## config.mk

```make
export PLATFORM = sky130hd
export DESIGN_NAME = ro_freq_meter_flat
export DESIGN_NICKNAME = d
export VERILOG_FILES = /design/src/rtl/ro_worker_pkg.sv /design/src/rtl/ro_freq_meter_if.sv /design/src/rtl/sync_edge_detect.sv /design/src/rtl/ro_freq_meter.sv /design/src/flat_wrapper.sv
export SDC_FILE = /design/constraint.sdc
export NUM_CORES = 1
export LEC_CHECK = 0
export BUFFER_PORTS_ARGS = -buffer_cell sky130_fd_sc_hd__clkbuf_2
export CAP_MARGIN = 20
export CORE_MARGIN = 2
export CORE_UTILIZATION = 59
export DETAILED_ROUTE_END_ITERATION = 10
export PLACE_DENSITY = 0.79
export SYNTH_ARGS = -nofsm -noshare
export SYNTH_HDL_FRONTEND = slang
export SYNTH_SLANG_ARGS = --single-unit
```

## constraint.sdc

```tcl
create_clock -name i_clk -period 2.3 [get_ports i_clk]
set_clock_uncertainty 0.05 [all_clocks]
set_input_delay 0.23 -clock i_clk [delete_from_list [all_inputs] [get_ports i_clk]]
set_output_delay 0.23 -clock i_clk [all_outputs]
set_load 0.05 [all_outputs]
```

## src/rtl/ro_worker_pkg.sv

```systemverilog
// Shared constants and FSM encoding for the ring-oscillator frequency meter.
package ro_worker_pkg;

  // Default gate window (2^10 clk cycles) and counter width.
  localparam int unsigned GATE_LOG2_DEF = 10;
  localparam int unsigned CNT_W_DEF     = 16;

  // FSM state encodings.
  localparam logic [1:0] ST_IDLE  = 2'd0;
  localparam logic [1:0] ST_ARM   = 2'd1;
  localparam logic [1:0] ST_GATE  = 2'd2;
  localparam logic [1:0] ST_LATCH = 2'd3;

  typedef enum logic [1:0] {
    StIdle  = ST_IDLE,
    StArm   = ST_ARM,
    StGate  = ST_GATE,
    StLatch = ST_LATCH
  } meter_state_e;

endpackage

```

## src/rtl/ro_freq_meter_if.sv

```systemverilog
// Host-side control and readout signals of the frequency meter.
interface ro_freq_meter_if
  import ro_worker_pkg::*;
#(
  parameter int unsigned CNT_W = CNT_W_DEF
) ();

  logic             start;
  logic             continuous;
  logic             shift;
  logic             busy;
  logic             done;
  logic [CNT_W-1:0] count;
  logic             overflow;
  logic             ser_out;

  // Host side: issues commands, reads results.
  modport master (
    output start, continuous, shift,
    input  busy, done, count, overflow, ser_out
  );

  // Meter side.
  modport slave (
    input  start, continuous, shift,
    output busy, done, count, overflow, ser_out
  );

endinterface

```

## src/rtl/sync_edge_detect.sv

```systemverilog
// Two-flop synchroniser plus history flop; flags a rising edge of the async input.
module sync_edge_detect (
  input  logic i_clk,
  input  logic i_reset,
  input  logic i_async,
  output logic o_edge
);

  (* async_reg = "true", dont_touch = "true" *) logic r_s1;
  (* async_reg = "true", dont_touch = "true" *) logic r_s2;
  logic r_s3;

  // Synchroniser chain followed by the history flop.
  always_ff @(posedge i_clk) begin
    if (i_reset) begin
      r_s1 <= 1'b0;
      r_s2 <= 1'b0;
      r_s3 <= 1'b0;
    end else begin
      r_s1 <= i_async;
      r_s2 <= r_s1;
      r_s3 <= r_s2;
    end
  end

  assign o_edge = r_s2 & ~r_s3;

endmodule

```

## src/rtl/ro_freq_meter.sv

```systemverilog
// Gated frequency counter: counts oscillator rising edges over 2^GATE_LOG2 clk cycles,
// latches the saturating result and offers it for MSB-first serial readout.
module ro_freq_meter
  import ro_worker_pkg::*;
#(
  parameter int unsigned GATE_LOG2 = GATE_LOG2_DEF,
  parameter int unsigned CNT_W     = CNT_W_DEF
) (
  input  logic           i_clk,
  input  logic           i_reset,
  input  logic           i_osc_in,
  ro_freq_meter_if.slave io_bus
);

  localparam logic [GATE_LOG2-1:0] GateLast = '1;
  localparam logic [CNT_W-1:0]     CntMax   = '1;

  meter_state_e           r_state;
  logic [GATE_LOG2-1:0]   r_gate_cnt;
  logic [CNT_W-1:0]       r_edge_cnt;
  logic                   r_ovf_flag;
  logic [CNT_W-1:0]       r_count;
  logic                   r_overflow;
  logic [CNT_W-1:0]       r_shift;

  logic                   w_edge;
  logic                   w_gate_end;
  logic [CNT_W-1:0]       w_edge_cnt_next;
  logic                   w_ovf_next;

  sync_edge_detect u_sync (
    .i_clk   (i_clk),
    .i_reset (i_reset),
    .i_async (i_osc_in),
    .o_edge  (w_edge)
  );

  // Saturating edge count including this cycle's edge, so the last gate cycle is
  // captured by the latch on the same clock edge.
  always_comb begin
    w_edge_cnt_next = r_edge_cnt;
    w_ovf_next      = r_ovf_flag;
    if (r_state == StGate && w_edge) begin
      if (r_edge_cnt == CntMax) begin
        w_ovf_next = 1'b1;
      end else begin
        w_edge_cnt_next = r_edge_cnt + 1'b1;
      end
    end
  end

  assign w_gate_end = (r_state == StGate) && (r_gate_cnt == GateLast);

  // Measurement FSM with gate counter, edge counter and result registers.
  always_ff @(posedge i_clk) begin
    if (i_reset) begin
      r_state    <= StIdle;
      r_gate_cnt <= '0;
      r_edge_cnt <= '0;
      r_ovf_flag <= 1'b0;
      r_count    <= '0;
      r_overflow <= 1'b0;
    end else begin
      unique case (r_state)
        StIdle: begin
          if (io_bus.start) r_state <= StArm;
        end
        StArm: begin
          r_gate_cnt <= '0;
          r_edge_cnt <= '0;
          r_ovf_flag <= 1'b0;
          r_state    <= StGate;
        end
        StGate: begin
          r_gate_cnt <= r_gate_cnt + 1'b1;
          r_edge_cnt <= w_edge_cnt_next;
          r_ovf_flag <= w_ovf_next;
          if (w_gate_end) begin
            r_count    <= w_edge_cnt_next;
            r_overflow <= w_ovf_next;
            r_state    <= StLatch;
          end
        end
        StLatch: begin
          r_state <= io_bus.continuous ? StArm : StIdle;
        end
        default: r_state <= StIdle;
      endcase
    end
  end

  // Serial readout register; a result load beats a simultaneous shift.
  always_ff @(posedge i_clk) begin
    if (i_reset) begin
      r_shift <= '0;
    end else if (w_gate_end) begin
      r_shift <= w_edge_cnt_next;
    end else if (io_bus.shift) begin
      r_shift <= {r_shift[CNT_W-2:0], 1'b0};
    end
  end

  assign io_bus.busy     = (r_state != StIdle);
  assign io_bus.done     = (r_state == StLatch);
  assign io_bus.count    = r_count;
  assign io_bus.overflow = r_overflow;
  assign io_bus.ser_out  = r_shift[CNT_W-1];

endmodule

```

## src/flat_wrapper.sv

```systemverilog
// flat-port wrapper written by rule: the top's interface ports become plain ports
module ro_freq_meter_flat import ro_worker_pkg::*;
#(
  parameter int unsigned GATE_LOG2 = GATE_LOG2_DEF,
  parameter int unsigned CNT_W     = CNT_W_DEF
)
  (i_clk, i_reset, i_osc_in, io_bus_start, io_bus_continuous, io_bus_shift, io_bus_busy, io_bus_done, io_bus_count, io_bus_overflow, io_bus_ser_out);
  ro_freq_meter_if #(.CNT_W(CNT_W)) io_bus_i ();
  input  logic i_clk;
  input  logic i_reset;
  input  logic i_osc_in;
  input wire logic [$bits(io_bus_i.start)-1:0] io_bus_start;
  input wire logic [$bits(io_bus_i.continuous)-1:0] io_bus_continuous;
  input wire logic [$bits(io_bus_i.shift)-1:0] io_bus_shift;
  output wire logic [$bits(io_bus_i.busy)-1:0] io_bus_busy;
  output wire logic [$bits(io_bus_i.done)-1:0] io_bus_done;
  output wire logic [$bits(io_bus_i.count)-1:0] io_bus_count;
  output wire logic [$bits(io_bus_i.overflow)-1:0] io_bus_overflow;
  output wire logic [$bits(io_bus_i.ser_out)-1:0] io_bus_ser_out;
  assign io_bus_i.start = io_bus_start;
  assign io_bus_i.continuous = io_bus_continuous;
  assign io_bus_i.shift = io_bus_shift;
  assign io_bus_busy = io_bus_i.busy;
  assign io_bus_done = io_bus_i.done;
  assign io_bus_count = io_bus_i.count;
  assign io_bus_overflow = io_bus_i.overflow;
  assign io_bus_ser_out = io_bus_i.ser_out;
  ro_freq_meter #(.GATE_LOG2(GATE_LOG2), .CNT_W(CNT_W)) u_core (.i_clk(i_clk), .i_reset(i_reset), .i_osc_in(i_osc_in), .io_bus(io_bus_i));
endmodule
```

==> qor.yml, run 1 <==
status:
  status: "complete, no violations"
final_layout:
  fin_nets: 413
  diodes: 0
  instances_no_fill: 475
  area_growth_pct: 15.6
  multiInputGateArea_um2: 1790
  layout-drive-gt1-share_pct: 20.7
  n_fill_cell: 413
  final_util_pct: 71.7
  seq_area_um2: 1300
placement:
  dp_cells: 460
  place_ws_ps: 149
  io_buffers: 25
  gp_congestion: 0.945
  dp_hpwl_um: 5560
critical_path:
  path_class: "reg -> reg"
  crit_fanout: 9
  cp.arrival_ps: 2290
  critPathCaptureType: "flop"
  cp-startpoint: "u_core.r_state[0]"
  timing.rr.start: "u_core.r_state[0]"
  cp_data_required_time_ps: 2490
  critPathLaunchType: "flop"
global_routing:
  grt_usage_pct: 26.7
  antenna_found_initial: 0
  grt_pass1_vias: 2646
  grt_max_degree: 27
  grt_pass1_wl_um: 12600
  overflow: 0
clock_network:
  clk_latency_ps: 350
  clock_path_buffers: 2
  tritoncts: "yes"
  htreeDepth: 3
  cts_root_buffer: "clkbuf_8"
  cts_buffers: 9
  cts_hold_buffers: 0
  clock-sinks: 65
  clk_pin_slew_ps: 70
power:
  internal-power_mw: 1.91
  swShare_pct: 32.0
  p_comb_share_pct: 23.6
  p_sw_uw: 898
  pwr-share-clk_pct: 34.7
  ir_drop_mv: 0.556
  power_density_nw_per_um2: 757
  seq_power_share_pct: 41.7
  leakage_nw: 1.38
sta:
  finalSetupTns_ps: 0
  timing.final.crit_period_ps: 2110
  worst_pin_slew_ps: 516
  finalHoldViolations: 0
  whs_ps: 46.5
  setup_viol: 0
  max_freq_mhz: 475
  layout_setup_ws_ps: 194
  slew_violations: 0
  relSlewSlack_pct: 65.3
  rsz0062_at_grt: "false"
  fin_crit_sh_pct: 91.6
route:
  wl_met3_um: 372
  drt_wl_total_um: 7590
  ant_nets: 0
  wl_per_cell_um: 16.0
  drt_iter0_drc: 174
  met1_length_um: 3440
  via_per_inst: 5.91
  firstDrtPassIters: 4
  wl_met2_um: 3550
  drcViolationCount: 0
  maxUsedRoutingLayer: "met4"
  via_count: 2805
floorplan:
  placementRows: 26
  fp.dieW_um: 77.7
  dieArea_um2: 6040
  initial_core_util_pct: 62.0
  core_um2: 5170
  fp.dieH_um: 77.7
  pin_count: 26
logic_synthesis:
  synth_edf_count: 0
  synth.most_common_cell: "dfxtp_1"
  syn_inst: 364
  synthAdderAreaFrac_pct: 2.34
  synth_flop_cell: "dfxtp_1"
  synthTopCellsByArea: "dfxtp_1, a211oi_1, nand2_1"
  synthMuxAreaShare_pct: 3.20
  synthArstFlopShare_pct: 0
  synth.cell_area_um2: 3210
  synth-seq-area-share_pct: 40.6
  synth_top_family_by_area: "simple AND/OR/NAND/NOR gates"
  syn_nets: 376
  synth_xor_area_share_pct: 4.37
  synthSimpleGateAreaFrac_pct: 26.9
  yosys-top-cells-count: "dfxtp_1, nand2_1, nor2_1, a211oi_1, a21oi_1"
  synth-compound-area-share_pct: 18.7
  synth-seq-cells: 65
  synth_top_area_share_pct: 40.6
  ys_types: 58
  avgSynthCellArea_um2: 8.81
  ys_warn_count: 0
  yosysTopAreaCell: "dfxtp_1"
hold_path:
  holdCritStartpoint: "i_osc_in"
  hp-class: "in -> reg"
flow_run:
  maxCapViolCount: 0
==> what timing repair did <==
action | in CTS | in global routing
buffers inserted | 0 | 0
endpoints found under the setup margin | 0 | 4
endpoints found under the hold margin | 0 | 0
resized for setup | 0 | 1
==> cells in the final DEF, fill, tap and decap left out, types with 3 or more instances in the layout <==
cell and count:
dfxtp_1 65, nand2_1 35, nor2_1 30, xor2_1 10, nor4_1 7, nand4_1 7
o21ai_0 7, inv_1 6, mux2i_1 8, clkbuf_8 11, or3_1 7, buf_4 25
a211oi_1 28, nor3_1 7, clkbuf_2 25, or2_2 3, a21oi_1 20, xnor2_1 6
nand2b_1 3, and3_1 5, nand3_1 14, nor2b_1 14, ha_1 5, a31oi_1 10
==> worst max-delay path, cell delays in order, from the launching register on <==
cell and delay (ps):
dfxtp_1 320, inv_1 140, ha_2 320, nand4b_2 130, buf_4 160, nor4_1 140
o21ai_0 200, xor2_1 200, a211oi_1 330
==> layout make-up <==
type | instances | share of cell area [%]
Clock buffer | 12 | 4.18
Clock inverter | 3 | 1.08
Inverter | 6 | 0.607
Multi-Input combinational cell | 269 | 48.2
Sequential cell | 65 | 35.1
Tap cell | 70 | 2.36
Timing Repair Buffer | 50 | 8.44
==> cell families (layout without fill, tap and decap cells) <==
kind of cell / Yosys count / after routing
flip-flops: 65 / 65
AO/OA/AOI/OAI: 86 / 86
AND/OR/NAND/NOR: 151 / 151
XOR/XNOR: 16 / 16
multiplexers: 10 / 10
adder cells (fa/ha/maj): 6 / 6
buffers and inverters: 30 / 71
==> worst paths after layout <==
kind,endpoint,slack (ps),depth (start not counted)
max,u_core.r_shift[11],190,8
min,u_core.u_sync.r_s1,50,2
max reg2reg,u_core.r_shift[11],190,8
min reg2reg,u_core.u_sync.r_s2,390,1
==> flip-flops by register name, indices dropped and copies added (netlist names), 2 cells and up <==
register,count
u_core.r_state,2
u_core.r_edge_cnt,16
u_core.r_gate_cnt,10
u_core.r_shift,16
u_core.io_bus.count,16
==> power by group through the flow <==
stage / registers (mW) / logic [mW] / clock network [mW]
after global placement: 1.19 / 0.643 / 0
final: 1.17 / 0.662 / 0.974
after global routing: 1.17 / 0.728 / 1.03
after floorplan: 1.19 / 0.439 / 0
after detailed placement: 1.20 / 0.649 / 0
after CTS: 1.17 / 0.653 / 0.985
==> per-layer routing <==
metal,up-vias,track usage [%]
li1,1406,-
met1,1315,35.1
met2,64,41.2
met3,20,5.70
met4,0,13.9
met5,-,0
==> stage by stage <==
step	cell area, um^2	power [mW]
after floorplan	3210	1.63
after global placement	3510	1.84
after detailed placement	3510	1.84
after CTS	3700	2.81
after global routing	3710	2.93
final	3710	2.81
Note: power is estimated with default switching activity, not from simulation.
==> run 2, diff against run 1 <==
Settings changed: CORE_UTILIZATION 59 to 45, PLACE_DENSITY 0.79 to default.
==> qor.yml, run 2 (synthesis gave the netlist of run 1 again) <==
status:
  status: "complete, no violations"
clock_network:
  clk_latency_ps: 350
  clock-sinks: 65
  post_cts_resize_count: 0
  cts_root_buffer: "clkbuf_8"
  cts_setup_buffers: 0
  tritoncts: "yes"
  cts_hold_buffers: 0
  clk_pin_slew_ps: 70
  cts_buffers: 9
  clock_path_buffers: 2
  htreeDepth: 3
sta:
  relSlewSlack_pct: 61.2
  finalHoldViolations: 0
  finalSetupTns_ps: 0
  worst_pin_slew_ps: 581
  fin_crit_sh_pct: 90.9
  slew_violations: 0
  timing.final.crit_period_ps: 2090
  max_freq_mhz: 478
  layout_setup_ws_ps: 209
  rsz0062_at_grt: "false"
  setup_viol: 0
route:
  drcViolationCount: 0
  firstDrtPassIters: 4
  ant_nets: 0
  wl_per_cell_um: 15.6
  via_count: 2791
  drt_wl_total_um: 7810
  via_per_inst: 5.59
  drt_iter0_drc: 120
final_layout:
  layout_commonest_cell: "dfxtp_1"
  fin_nets: 411
  diodes: 0
  area_growth_pct: 16.1
  n_fill_cell: 662
  layout-drive-gt1-share_pct: 20.3
  final_cell_mix: "dfxtp_1, nand2_1, nor2_1"
power:
  leakage_nw: 1.37
  pwr-share-clk_pct: 34.9
  seq_power_share_pct: 41.7
  ir_drop_mv: 0.361
  total_power_mw: 2.81
  swShare_pct: 32.4
  internal-power_mw: 1.90
  p_comb_share_pct: 23.5
  p_sw_uw: 910
  power_density_nw_per_um2: 753
hold_path:
  hp-class: "in -> reg"
  holdCritStartpoint: "i_osc_in"
critical_path:
  crit_fanout: 4
  critPathLaunchType: "flop"
  critPathCaptureType: "flop"
  timing.rr.start: "u_core.r_gate_cnt[0]"
  cp.arrival_ps: 2250
  cp-startpoint: "u_core.r_gate_cnt[0]"
  cp_data_required_time_ps: 2460
  path_class: "reg -> reg"
floorplan:
  initial_core_util_pct: 47.0
  dieArea_um2: 7820
  fp.dieH_um: 88.4
  core_um2: 6830
  placementRows: 30
  pin_count: 26
  fp.dieW_um: 88.4
global_routing:
  grt_usage_pct: 22.0
  grt_max_degree: 28
  antenna_found_initial: 0
  grt_pass1_vias: 2586
  overflow: 0
  grt_pass1_wl_um: 13200
placement:
  gp_congestion: 0.836
  io_buffers: 25
  place_ws_ps: 156
  dp_hpwl_um: 5740
flow_run:
  maxCapViolCount: 0
[run 2: changes by cell type in the layout (fill, tap and decap cells not counted)]
cell / delta
buf_4: -2
[run 2: layer usage]
| layer | vias to the layer above | wire [um] | GRT usage [%] |
|---|---|---|---|
| li1 | 1396 | - | - |
| met1 | 1339 | 3860 | 31.3 |
| met2 | 46 | 3580 | 33.6 |
| met3 | 10 | 238 | 3.92 |
| met4 | 0 | 120 | 7.85 |
| met5 | - | 0 | 0 |
[run 2: final cells by class]
class / instances / area, um^2 / area share, %
Multi-Input combinational cell: 269 / 1790 / 48.0
Tap cell: 96 / 120 / 3.22
Clock buffer: 12 / 155 / 4.17
Sequential cell: 65 / 1300 / 34.9
Timing Repair Buffer: 48 / 298 / 7.99
Inverter: 6 / 22.5 / 0.605
Clock inverter: 3 / 40.0 / 1.07
[run 2: through the flow]
stage | area [um^2] | util (%) | hold slack, ps | instances
finish | 3720 | 54.5 | 51.5 | 499
global route | 3720 | 54.5 | 54.8 | 499
CTS | 3720 | 54.5 | 47.9 | 499
detailed placement | 3530 | 51.6 | 395 | 484
global placement | 3530 | 51.6 | 369 | 484
floorplan | 3210 | - | 308 | 364
[run 2: power by group through the flow]
stage                     logic (mW)  clock network [mW]  registers, mW
final                          0.659               0.978           1.17
after global routing           0.732                1.04           1.17
after detailed placement       0.656                   0           1.19
after global placement         0.655                   0           1.19
after CTS                      0.657               0.998           1.17
after floorplan                0.439                   0           1.19
[run 2: final timing paths]
check	end	slack [ps]	depth (start not counted)
worst min register to register	u_core.io_bus.count[8]	400	2
worst max register to register	u_core.r_state[0]	210	6
worst min-delay path	u_core.u_sync.r_s1	50	2
worst max-delay path	u_core.r_state[0]	210	6
[run 2: worst max-delay path: stages, from the launching register on]
cell,delay [ps]
dfxtp_1,370
ha_1,220
nand2_1,140
o31ai_1,370
o21ai_0,210
a2111oi_0,480
a211oi_1,110
